===== src/rtl/circular_buffer_reader.sv =====
// Read side of the 16-entry circular buffer: tracks occupancy against the writer's ticks,
// walks the read pointer and drives a one-entry registered valid/ready output stage.
module circular_buffer_reader #(
  parameter int unsigned DEPTH = 16,
  parameter int unsigned AW    = 4,
  parameter int unsigned DW    = 8
) (
  input  logic          clk,
  input  logic          rst,
  input  logic          wr_tick,
  input  logic          flush,
  output logic [AW-1:0] rd_addr,
  input  logic [DW-1:0] rd_data,
  output logic [DW-1:0] data_out,
  output logic          valid,
  input  logic          ready,
  output logic [AW:0]   level,
  output logic          empty,
  output logic          overflow
);

  typedef enum logic {StIdle = 1'b0, StHold = 1'b1} state_e;

  localparam logic [AW:0]   FullLevel = (AW+1)'(DEPTH);
  localparam logic [AW:0]   LevelOne  = (AW+1)'(1);
  localparam logic [AW-1:0] PtrOne    = AW'(1);

  state_e        state_q, state_d;
  logic [AW-1:0] rd_ptr_q, rd_ptr_d;
  logic [AW:0]   level_q, level_d;
  logic [DW-1:0] data_q, data_d;
  logic          overflow_q, overflow_d;
  logic          pop, load, full;

  assign pop  = (state_q == StHold) && ready;
  // A flush edge never loads; the output stage is discarded instead.
  assign load = !flush && (level_q != '0) && ((state_q == StIdle) || pop);
  assign full = (level_q == FullLevel);

  always_comb begin
    state_d    = state_q;
    rd_ptr_d   = rd_ptr_q;
    level_d    = level_q;
    data_d     = data_q;
    overflow_d = overflow_q;
    if (flush) begin
      // Jump to the writer's position; a same-edge tick becomes the only entry.
      rd_ptr_d   = rd_ptr_q + level_q[AW-1:0];
      level_d    = wr_tick ? LevelOne : '0;
      state_d    = StIdle;
      overflow_d = 1'b0;
    end else begin
      if (load) begin
        data_d   = rd_data;
        rd_ptr_d = rd_ptr_q + PtrOne;
        state_d  = StHold;
      end else if (pop) begin
        state_d = StIdle;
      end

      if (wr_tick && !load) begin
        if (full) begin
          // Writer overwrote the oldest unread entry: skip past it.
          rd_ptr_d   = rd_ptr_q + PtrOne;
          overflow_d = 1'b1;
        end else begin
          level_d = level_q + LevelOne;
        end
      end else if (load && !wr_tick) begin
        level_d = level_q - LevelOne;
      end
    end
  end

  always_ff @(posedge clk) begin
    if (rst) begin
      state_q    <= StIdle;
      rd_ptr_q   <= '0;
      level_q    <= '0;
      data_q     <= '0;
      overflow_q <= 1'b0;
    end else begin
      state_q    <= state_d;
      rd_ptr_q   <= rd_ptr_d;
      level_q    <= level_d;
      data_q     <= data_d;
      overflow_q <= overflow_d;
    end
  end

  assign rd_addr  = rd_ptr_q;
  assign data_out = data_q;
  assign valid    = (state_q == StHold);
  assign level    = level_q;
  assign empty    = (level_q == '0) && (state_q == StIdle);
  assign overflow = overflow_q;

endmodule


===== config.mk =====
export PLATFORM = sky130hd
export DESIGN_NAME = circular_buffer_reader
export DESIGN_NICKNAME = d
export VERILOG_FILES = /design/src/rtl/circular_buffer_reader.sv
export SDC_FILE = /design/constraint.sdc
export NUM_CORES = 1
export LEC_CHECK = 0
export CAP_MARGIN = 20
export CORE_MARGIN = 3
export CORE_UTILIZATION = 40
export CTS_CLUSTER_SIZE = 30
export DETAILED_ROUTE_END_ITERATION = 8
export GPL_ROUTABILITY_DRIVEN = 0
export HOLD_SLACK_MARGIN = 0.15
export PLACE_DENSITY = 0.79
export SYNTH_ARGS = -nofsm -noshare
export SYNTH_HDL_FRONTEND = slang
export SYNTH_SLANG_ARGS = --single-unit

===== constraint.sdc =====
create_clock -name clk -period 6.8 [get_ports clk]
set_clock_uncertainty 0.05 [all_clocks]
set_input_delay 0.68 -clock clk [delete_from_list [all_inputs] [get_ports clk]]
set_output_delay 0.68 -clock clk [all_outputs]
set_load 0.01 [all_outputs]

Word level (Yosys, flattened, before mapping). Cells that the tools add are included. Widths: inputs -> output; s select.

Memory bits (writable): 0. Logic and storage cells: 42. Output and inout port bits: 20. Register bits: 19. Memories: 0. Latch bits: 0. Input bits: 13. ROM bits: 0.

Shift operators: 0. Order comparisons: 0. Multiplexer cells: 11. Reduce and logical (&&, ||, !) cells: 18. Equality and inequality tests: 2. Add/sub/neg operators: 4. Div/mod/pow operators: 0. Bitwise logic cells: 2. Multiply operators: 0.

Operator list (number): $mux 5 (4); $mux 4 (4); $logic_and 1x1->1 (6); $reduce_and 2->1 (3); $add 5x1->5 const B (1); $eq 5x5->1 const B (1); $logic_not 5->1 (1); $reduce_bool 5->1 (1); $sub 5x1->5 const B (1); $add 4x1->4 const B (1); $add 4x4->4 (1); $logic_not 1->1 (3); $mux 1 (3); $ne 3x3->1 const B (1); $reduce_bool 3->1 (1); $not 1->1 (2); $reduce_bool 2->1 (1); $reduce_or 2->1 (1); $logic_or 1x1->1 (1).

Depth between registers and ports, before layout.
Word-level depth: 7. Mapped depth: 12.

Worst setup path before layout. Ideal clock, no wire load.

Path kind: input to register. Start point: in ready. End point: reg level_q[4], in the netlist level[4]. Stages: 12. Path slack: 4.094 ns. Setup time: 0.138 ns. Data arrival time: 2.518 ns. Cell sequence: nand2b_1 clkbuf_1 nand2_1 or2_1 buf_6 nand2_1 ha_1 a21oi_1 nand2_1 o211a_1 o31ai_1 a21oi_1.

Word-level cells in the longest chain between the ends: 7. Elaborated cells between the ends (all ways): 11. Those cells by class: eq/ne (1); mux (2); reduce/logical (8).

RTL lines: from (decl) (line 16) `input logic ready,`; $logic_and 1x1->1 * (line 35) `assign pop = (state_q == StHold) && ready;`; $logic_or 1x1->1 * (line 37) `assign load = !flush && (level_q != '0) && ((state_q == StIdle) || pop);`; $logic_and 1x1->1 * (line 37); $logic_not 1->1 (line 61) `if (wr_tick && !load) begin`; $logic_and 1x1->1 (line 61); $ne 3x3->1 (no source line) (tied with other cells); $reduce_and 2->1 (no source line) or $mux 5 (tied branches); to (signal assigned) (line 85) `level_q <= level_d;`; to (decl) (line 30) `logic [AW:0] level_q, level_d;`.

Mark *: on every way between the ends. The rest lies on a longest branch, timed or not. A chain may end at the register's enable or synchronous reset.

Final worst setup path.
Start point: reg level_q[0], in the netlist level[0]. End point: reg level_q[4], in the netlist level[4].

Word-level cells in the longest chain between the ends: 7. Elaborated cells between the ends (all ways): 16. Those cells by class: add/sub (2); eq/ne (2); mux (4); reduce/logical (8).

RTL lines: parallel branches: the longest is 7 deep, another holds $sub 5x1->5.

Several ways; the timed one is not identified. The select of a mux whose other input is x is not followed.

==> results.md <==
* GRT Residual Overflow at 0
* HP Class: reg2reg
* Reg2reg path depth at 10
* Dpl ws at 3410 ps
* Syn Nets at 157
* Comb pwr share at 49.5%
* Clock power share at 13.8%
* Syn Inst Count at 134
* Slowest-stage cell, CP: or4_1
* Critical path class: reg2reg
* Seq pwr share at 36.7%
* Worst skew pair latency at 300 ps
* Post-synthesis xor/xnor area fraction at 5.95%
* Die height at 60.3 um
* Port bufs at 32
* Number of synthesized flops with an enable pin at 0
* Switching share of total power at 39.8%
* # H-tree levels at 1
* Vias in the first global route at 1,041
* Starting density of the core at 42.3%
* P per Cell Area at 278 nW/um2
* Initial DRC Count at 16
* Synth top area share at 32.3%
* Critical path fanouts, max at 9
* Via density per instance at 5.38
* Max clock buf depth at 2
* Hold Crit Depth at 2
* Syn Area/Cell at 8.79 um2
* CP required at 6930 ps
* Yosys reg bits at 19
* Layout cells sized above 1 at 8.54%
* CTS tree: built
* Initial antenna violation count at 0
* CP peak stage delay at 750 ps
* Placed cell areas at 1500 um2
* Hold Vio Cnt, Final at 0
* Area delta synth->final at 29.9%
* First-pass GRT wire length at 4.67 mm
* Post-Synth Adder-Cell Area at 11.9%
* Leak at 0.603 nW
* Worst path cell trace: or4_1 > nor2_8 > or2_1 > nand2_1 > ha_1 > a21oi_1 > nand2_1 > o211a_1 > o31ai_1 > a21oi_1
* Core area at 2780 um2
* Final setup TNS at 0 ps
* Max_cap viols at 0
* Final HPWL DP at 2.24 mm
* Area fraction in compound gates after synthesis at 18.6%
* Fillers at 261
* Cell taking the most area after synthesis: dfxtp_1
* Internal Pwr Total at 0.255 mW
* Largest net degree at the start of global routing at 19
* Min Tclk post-route at 3120 ps
* Multi-input logic area at 748 um2
* DRT Wirelength at 2.86 mm
* Top cells by count, synth: nand2_1 (23), dfxtp_1 (19), a21oi_2 (8), ha_1 (8)
* Root buf cell: clkbuf_4
* Endpoints failing setup at 0
* Post-synth ARST share at 0%
* Worst vdd ir at 0.160 mV
* Primary FF master, synth: dfxtp_1
* Cts hold-fix bufs at 0
* Synth area leaders: dfxtp_1 (32%), ha_1 (8.5%), nand2_1 (7.3%), a21oi_2 (6.0%), mux2i_1 (4.3%)
* Vias at 1,050
* Critical Path End Type: register
* Ports at 33
* Chip Width at 60.3 um
* Most numerous cell in the Yosys netlist: nand2_1
* Netlist Area Pre-Place at 1180 um2
* RSZ-0062 raised after global routing: false
* Simple-gate share of the synthesized area at 22.8%
* Switching power at 0.169 mW
* Largest family of logic cells by synthesized area: simple AND/OR/NAND/NOR gates
* CTS buffer count at 3
* CP Launch Type: register
* Post-layout utilization of the core at 55.0%
* Drt drc at 0
* Antenna-violating nets left at 0
* Nets at 188
* Max Clk Rate at 321 MHz
* Final period util at 45.8%
* Worst setup margin at 3680 ps
* Total Routing Usage GR at 17.1%
* Seq/Total Area, Yosys at 32.3%
* DR WL/cell at 14.6 um
* Slew @ Worst Pin at 844 ps
* Max transition margin at 43.6%
* Synth Warn # at 0
* Post-synthesis mux area share at 4.25%
* Register area at 380 um2
* Design Area, Final at 1530 um2
* Count of cell types in the netlist at 37
* DIE AREA at 3630 um2
* # resized after CTS at 0
* Final Max Slew Viols at 0
* Worst-path clk slew at 110 ps
* Post-CTS setup buffers at 0
* CTS sink count at 19
* Drt first pass iters at 4
* # diodes at 0
* FP Rows at 19
* CP arrival at 3250 ps
* Status: finished, final reports clean
-- critical path: cells and delay by family (launching register included) --
kind            cells  cell delay [ps]
flops               1              430
simple gates        5             1550
compound gates      4              560
fa+ha+maj           1              390
-- routing by layer --
metal / track usage, % / wire [um] / vias up
li1: - / - / 530
met1: 21.9 / 1280 / 497
met2: 27.5 / 1450 / 19
met3: 2.59 / 79 / 4
met4: 8.86 / 46 / 0
met5: 0 / 0 / -
-- worst paths after layout --
check                            startpoint           to  slack (ps)
worst max-delay path               level[0]     level[4]        3680
worst min-delay path            data_out[2]  data_out[2]         430
worst max register to register     level[0]     level[4]        3680
worst min register to register  data_out[2]  data_out[2]         430
-- final cells by class --
class                      instances  area share, %
multi-input combinational        105           48.9
sequential                        19           24.9
timing repair buffer              32           20.9
tap                               31           2.54
clock buffer                       4           1.72
inverter                           4          0.982
-- flip-flops by register name (all words and copies together), names as in the netlist --
| name | count |
|---|---|
| level | 5 |
| data_out | 8 |
| rd_addr | 4 |
| overflow | 1 |
| valid | 1 |
-- through the flow --
stage,hold slack [ps],power (mW),std cells
after floorplan,442,0.295,134
after global routing,450,0.456,195
final,429,0.424,195
after global placement,412,0.359,191
after detailed placement,411,0.368,191
after CTS,428,0.427,195
-- power groups by stage --
| stage | combinational (mW) | sequential (mW) | clock, mW |
|---|---|---|---|
| floorplan | 0.133 | 0.162 | 0 |
| global placement | 0.202 | 0.157 | 0 |
| detailed placement | 0.209 | 0.159 | 0 |
| CTS | 0.211 | 0.156 | 0.0595 |
| global route | 0.231 | 0.160 | 0.0651 |
| finish | 0.210 | 0.156 | 0.0586 |
-- cells in the final DEF (no fill, tap or decap), drive strengths merged, types with 2 or more instances in the layout --
cell type / synthesis / routed
a211oi: 2 / 2
a21o: 3 / 3
a21oi: 14 / 14
a31oi: 2 / 2
clkbuf: 3 / 4
clkdlybuf4s50: 0 / 32
dfxtp: 19 / 19
fa: 2 / 2
ha: 8 / 8
inv: 4 / 4
mux2i: 5 / 5
nand2: 23 / 23
nand2b: 5 / 5
nand3: 3 / 3
nor2: 8 / 8
nor3: 5 / 5
o21ai: 3 / 3
o22ai: 2 / 2
xnor2: 5 / 5
xor2: 3 / 3
-- kinds of logic (layout without fill, tap and decap cells) --
family          count (synthesis)  after routing
simple gates                   51             51
compound gates                 31             31
flops                          19             19
fa+ha+maj                      10             10
buf+inv                        10             40
xor+xnor                        8              8
mux                             5              5
Power figures use the tool's default switching activity.
